<file path="src/rtl/serial_capture_arb.sv">
// serial_capture_arb
// Two-requester serial capture engine. A round-robin arbiter grants one
// requester, eight serial bits are shifted in LSB first from that requester,
// and the completed word is held for a ready/valid handshake downstream.
// A requester dropping its request mid-capture cancels the capture.
module serial_capture_arb (
    input  logic       iClk,
    input  logic       iReset,
    input  logic [1:0] iReq,
    input  logic       iSignal0,
    input  logic       iSignal1,
    input  logic       iReady,
    output logic [1:0] oGrant,
    output logic [2:0] oBitIdx,
    output logic [7:0] oVector,
    output logic       oSrc,
    output logic       oValid,
    output logic       oAbort
);

    localparam logic [1:0] IDLE    = 2'd0;
    localparam logic [1:0] SHIFT   = 2'd1;
    localparam logic [1:0] DELIVER = 2'd2;

    logic [1:0] state;
    logic [2:0] bitCnt;
    logic [7:0] shiftReg;
    logic       prioPtr;
    logic [1:0] nextGrant;
    logic [7:0] nextShift;
    logic       grantIdx;
    logic       grantedSig;
    logic       grantedReq;

    // Pick the requester to grant; on a tie the priority pointer decides,
    // and it always points at the requester that was not served last.
    always_comb begin
        nextGrant = iReq;
        if (iReq == 2'b11) begin
            nextGrant = prioPtr ? 2'b10 : 2'b01;
        end
    end

    // Decode the current grant into the selected serial line and request bit,
    // and form the shift register value including the bit sampled this edge.
    always_comb begin
        grantIdx   = oGrant[1];
        grantedSig = grantIdx ? iSignal1 : iSignal0;
        grantedReq = |(oGrant & iReq);
        nextShift  = shiftReg;
        nextShift[bitCnt] = grantedSig;
    end

    // Status outputs derived from state so they follow reset without a clock.
    always_comb begin
        oValid  = (state == DELIVER);
        oBitIdx = (state == SHIFT) ? bitCnt : 3'd0;
    end

    // Main sequencer: arbitrate in IDLE, shift eight bits, then hold the word
    // until downstream takes it. The pointer only moves on a finished delivery.
    always_ff @(posedge iClk or posedge iReset) begin
        if (iReset) begin
            state    <= IDLE;
            oGrant   <= 2'b00;
            bitCnt   <= 3'd0;
            shiftReg <= 8'h00;
            oVector  <= 8'h00;
            oSrc     <= 1'b0;
            oAbort   <= 1'b0;
            prioPtr  <= 1'b0;
        end else begin
            oAbort <= 1'b0;
            case (state)
                IDLE: begin
                    if (iReq != 2'b00) begin
                        oGrant   <= nextGrant;
                        bitCnt   <= 3'd0;
                        shiftReg <= 8'h00;
                        state    <= SHIFT;
                    end
                end
                SHIFT: begin
                    if (!grantedReq) begin
                        state  <= IDLE;
                        oGrant <= 2'b00;
                        bitCnt <= 3'd0;
                        oAbort <= 1'b1;
                    end else begin
                        shiftReg <= nextShift;
                        if (bitCnt == 3'd7) begin
                            state   <= DELIVER;
                            oVector <= nextShift;
                            oSrc    <= grantIdx;
                            oGrant  <= 2'b00;
                            bitCnt  <= 3'd0;
                        end else begin
                            bitCnt <= bitCnt + 3'd1;
                        end
                    end
                end
                DELIVER: begin
                    if (iReady) begin
                        state   <= IDLE;
                        prioPtr <= ~oSrc;
                    end
                end
                default: begin
                    state <= IDLE;
                end
            endcase
        end
    end

endmodule

</file>
<file path="config.mk">
export PLATFORM = sky130hd
export DESIGN_NAME = serial_capture_arb
export DESIGN_NICKNAME = d
export VERILOG_FILES = /design/src/rtl/serial_capture_arb.sv
export SDC_FILE = /design/constraint.sdc
export NUM_CORES = 1
export LEC_CHECK = 0
export ABC_CLOCK_PERIOD_IN_PS = 4600
export CAP_MARGIN = 5
export CORE_MARGIN = 2
export CORE_UTILIZATION = 57
export DETAILED_ROUTE_END_ITERATION = 10
export GPL_ROUTABILITY_DRIVEN = 0
export PLACE_DENSITY = 0.83
export SETUP_SLACK_MARGIN = 0.05
export SKIP_CTS_REPAIR_TIMING = 1
export SKIP_LAST_GASP = 1
export SYNTH_ARGS = -nofsm -noshare
export SYNTH_HDL_FRONTEND = slang
export SYNTH_SLANG_ARGS = --single-unit
</file>
<file path="constraint.sdc">
create_clock -name iClk -period 4.6 [get_ports iClk]
set_input_delay 0.46 -clock iClk [delete_from_list [all_inputs] [get_ports iClk]]
set_output_delay 0.46 -clock iClk [all_outputs]
set_load 0.05 [all_outputs]
</file>
# --- Word level (Yosys, flattened, before mapping) ---
# Cells that the tools add are included.
word_totals:
  in_bits: 7
  wordCells: 57
  out_inout_bits: 16
  reg_bits: 26
op_classes:
  n_lt_le_gt_ge: 2
  n_addsub: 1
  muxes: 25
  eq_ne: 8
  n_reduce_logical: 11
  bitwise: 2
ops:
  columns: ["operator", "n"]
  rows:
  - ["2-bit 2-to-1 mux", 9]
  - ["8-bit 2-to-1 mux", 2]
  - ["8-bit one-hot mux with 2 select lines", 1]
  - ["3-bit 2-to-1 mux", 4]
  - ["3-bit AND reduction", 4]
  - ["8-bit bitwise mux", 1]
  - ["2-bit inequality test (second input constant)", 3]
  - ["2-bit one-hot mux with 3 select lines", 1]
  - ["3-bit one-hot mux with 2 select lines", 1]
  - ["2-bit equality test (second input constant)", 2]
  - ["3-bit by 4-bit less-than comparator with 1-bit output (second input constant)", 1]
  - ["1-bit 2-to-1 mux", 4]
  - ["2-bit one-hot mux with 2 select lines", 1]
  - ["2-bit AND reduction", 2]
  - ["2-bit nonzero test", 2]
  - ["3-bit by 1-bit adder with 3-bit output (second input constant)", 1]
  - ["1-bit demux with 3-bit select", 1]
  - ["3-bit equality test (second input constant)", 1]
  - ["3-bit by 1-bit greater-or-equal comparator with 1-bit output (second input constant)", 1]
  - ["3-bit by 2-bit inequality test with 1-bit output (second input constant)", 1]
  - ["2-bit AND", 1]
  - ["2-bit by 1-bit equality test with 1-bit output (second input constant)", 1]
  - ["2-bit zero test", 1]
  - ["2-bit OR reduction", 1]
  - ["2 further kinds", 2]

# --- Longest topological paths before layout ---
logic_depth:
  ltp_word: 7
  depth_mapped: 6
  ltp_nobuf: 4

# --- Worst setup path before layout ---
# No wires, ideal clock.
synth_path:
  path_type: "reg2reg"
  start: "register oGrant[1]"
  end: "register oVector[1]"
  setup_slack_ns: 2.708
  setup_time_ns: 0.125
  t_required_ns: 4.475
  t_arrival_ns: 1.767
  stages_incl_launch_ff: 5
  path_buffers: 1
  synth_period_minus_slack_ns: 1.892
  path_cell_list: "dfrtp_1 -> buf_2 -> mux2_2 -> mux2_2 -> mux2_4"
synth_via:
  elab_chain_cells: 3
  word_cells_on_any_way: 5
  cone_classes: "mux (2); bitwise (1); reduce/logical (2)"
synth_lines:
  columns: ["element", "line_no", "source"]
  rows:
  - ["from (decl)", "13", "output logic [1:0] oGrant,"]
  - ["from (signal assigned)", "77", "oGrant <= nextGrant;"]
  - ["2-bit AND", "49", "grantedReq = |(oGrant & iReq);"]
  - ["2-bit OR reduction", "49", null]
  - ["3-bit AND reduction (no line)", null, null]
  - ["to (signal assigned)", "93", "oVector <= nextShift;"]
  - ["to (decl)", "15", "output logic [7:0] oVector,"]
# Parallel ways exist; a longest one is shown, timed or not.
# A chain may end at the register's enable or synchronous reset.

# --- Worst setup path after layout ---
layout_path:
  start: "register state[0]"
  end: "output oBitIdx[2]"
layout_via:
  elab_chain_cells: 2
layout_lines:
  columns: ["element", "line_no", "source"]
  rows:
  - ["from (decl)", "25", "logic [1:0] state;"]
  - ["from (signal assigned)", "64", "state <= IDLE;"]
  - ["from (signal assigned)", "80", "state <= SHIFT;"]
  - ["from (signal assigned)", "85", "state <= IDLE;"]
  - ["2-bit by 1-bit equality test with 1-bit output", "57", "oBitIdx = (state == SHIFT) ? bitCnt : 3'd0;"]
  - ["3-bit 2-to-1 mux", "57", null]
  - ["to (decl)", "14", "output logic [2:0] oBitIdx,"]
# No other way between the ends.

==> metrics.txt <==
run status finished clean; Clk network pwr share 22.6%; Core ar. roughly 2500 um2; Synth Area per Inst about 11 um2; Worst Tran Pin Value between 900 and 1000 ps; min Tclk post-route slightly below 3000 ps; grt met1 use between 30 and 40%; CTS Buffer Depth 2; R2R depth 3; Synth Instances about 140; yosys warns 0; Hold Path Class reg2reg; Synth Flop Type dfrtp_1; Row Count 18; register share of total power 41.7%; clock root cell clkbuf_4; Worst EP arrival 2460 ps; total global-route track usage between 20% and 30%; CP startpoint kind flop; die area 3020 um2; Post-synth EDFFs 0; most frequent cells after synthesis dfrtp_1 (26), and2_1 (8), buf_2 (8); met3 usage about 6.2%; worst vdd ir between 0.4 and 0.5 mV; Rel. slew slack between 30% and 40%; most numerous cell in the Yosys netlist dfrtp_1; max-cap violations 0; wire length per cell about 17 um; FF-to-FF End shiftReg[2]; share of the yosys chip area belonging to registers 44.0%; DP HPWL roughly 2100 um; Adder-Cell Fraction of Synth Area 1.69%; DR iter-0 viols 27; skew final 13.1 ps; Remaining DRCs 0; layout cells sized above 1 10.5%; Switching Fraction around two fifths; Syn Nets 148; global-route wire length before repair 5220 um; Clock Latency Late Sink roughly 340 ps; NetSw about 290 uW; Gate power share 35.7%; Lkg Pwr about 0.77 nW; Final Hold Vio Count 0; R2R Path Start oGrant[1]; fin crit share 63.6%; die width between 50 and 60 um; CP Capture Type output pin; # IOs 23; CTS tree built; Antenna Cells 0; post-synth top area share between 40% and 50%; crit path to oBitIdx[2]; Die Height approximately 55 um; number of global-route vias before repair between 1000 and 1500; Num CTS Buffers 3; post-synthesis compound-gate area fraction roughly 17%; CP Class reg2out; clock sinks 26; Post-Route WL approximately 3000 um; H-Tree Depth 1; PD cells ~420 nW/um2; Sum Neg Setup Slack 0 ps; RSZ-0062 raised after global routing false; top cell type by total area after synthesis dfrtp_1; largest family of logic cells by synthesized area simple AND/OR/NAND/NOR gates; Max Slew Vio Count 0; Seq cells post-synth 26; Area growth syn-to-layout 15.5%; largest net degree at the start of global routing 27; global route total overflow 0; Final setup viols 0; Via density around 6.4; hold_sp oSrc; Simple-Gate Fraction of Synth Area 17.8%; Worst-path clk slew 150 ps; Synth cell types 41; CP startpoint state[0]; XOR/XNOR Fraction of Synth Area 0%; multiplexer area fraction after synthesis between 10% and 20%; met2 Track Usage GR ~38%; ranking of synthesized cells by area dfrtp_1 (44%), mux2_4 (5.1%), a221o_1 (4.7%); via count 1159; CP max FO 11; first-pass detailed-route iteration total 4; P_int 430 uW; Initial Utilization between 50% and 60%; FFs w/ async S/R, synth 100%; Netlist Area Pre-Place between 1000 and 1500 um2; Final ANT Viol Nets 0; layer with the highest usage met2; I/O Buffers 22; CP required approximately 4100 ps; Peak Freq 0.342 GHz; final net count 162; initial antenna violation count 0; R2R setup slack roughly 2600 ps; fin util between 60% and 70%
-- layout make-up --
cell class                      count  area [um2]
Clock buffer                        3        22.5
Clock inverter                      1        30.0
Fill cell                         182         768
Inverter                            6        22.5
Multi-Input combinational cell     94         726
Sequential cell                    26         651
Tap cell                           30        37.5
Timing Repair Buffer               22         220
-- worst min-delay path by stage --
stage / end / slack, ps / cells after the start
2_1_floorplan: shiftReg[7] / 490 / 1
3_3_place_gp: prioPtr / 460 / 1
3_5_place_dp: prioPtr / 470 / 1
4_1_cts: prioPtr / 500 / 1
5_1_grt: prioPtr / 520 / 1
6_report: prioPtr / 490 / 1
-- power groups by stage --
| stage | combinational (mW) | sequential, mW | clock (mW) |
|---|---|---|---|
| floorplan | 0.194 | 0.310 | 0 |
| global placement | 0.248 | 0.299 | 0 |
| detailed placement | 0.253 | 0.301 | 0 |
| CTS | 0.254 | 0.297 | 0.162 |
| global route | 0.279 | 0.304 | 0.174 |
| finish | 0.256 | 0.299 | 0.162 |
-- worst max-delay path, stage by stage (launching register included) --
cell and delay, ps:
dfrtp_1 520, nor2b_1 590, and2_1 220, clkdlybuf4s50_1 800
-- layer usage --
layer / wire, um / part of all wire (%)
met5: 0 / 0
met4: 35 / 1.1
met3: 155 / 5.0
met2: 1430 / 47
met1: 1450 / 47
-- kinds of logic (layout without fill, tap and decap cells) --
| family | Yosys count | after routing |
|---|---|---|
| and+or+nand+nor | 43 | 43 |
| AOI/OAI and AO/OA | 34 | 34 |
| muxes | 15 | 15 |
| DFF | 26 | 26 |
| adders and majority gates | 2 | 2 |
| buffers and inverters | 19 | 32 |
-- cells in the final DEF (no fill, tap or decap), types with 2 or more instances in the layout --
cell type / n
dfrtp_1: 26
clkdlybuf4s50_1: 22
and2_1: 8
a221o_1: 7
inv_1: 6
a21oi_1: 6
nor4_1: 6
mux2_4: 5
mux2_2: 5
mux2i_1: 5
nor2_1: 4
a31oi_1: 4
a22o_1: 3
nor2b_1: 3
nor3_1: 3
or3b_1: 3
nand2_1: 3
clkbuf_4: 3
nand3_1: 2
nand4_1: 2
o211ai_1: 2
a21o_1: 2
nand3b_1: 2
o21ai_0: 2
ha_1: 2
-- registers in the layout (all words and copies together), names as in the netlist --
signal	count
shiftReg	8
state	2
prioPtr	1
oVector	8
oGrant	2
bitCnt	3
oSrc	1
oAbort	1
-- through the flow --
step	worst slack, ps	instance area (um2)	cells	hold WS [ps]	total power, mW
global route	1520	1710	182	523	0.758
detailed placement	2060	1660	178	474	0.555
global placement	2140	1660	178	461	0.548
CTS	1720	1710	182	496	0.713
finish	1680	1710	182	493	0.717
floorplan	2710	1480	139	487	0.503
(Power assumes the default switching activity.)
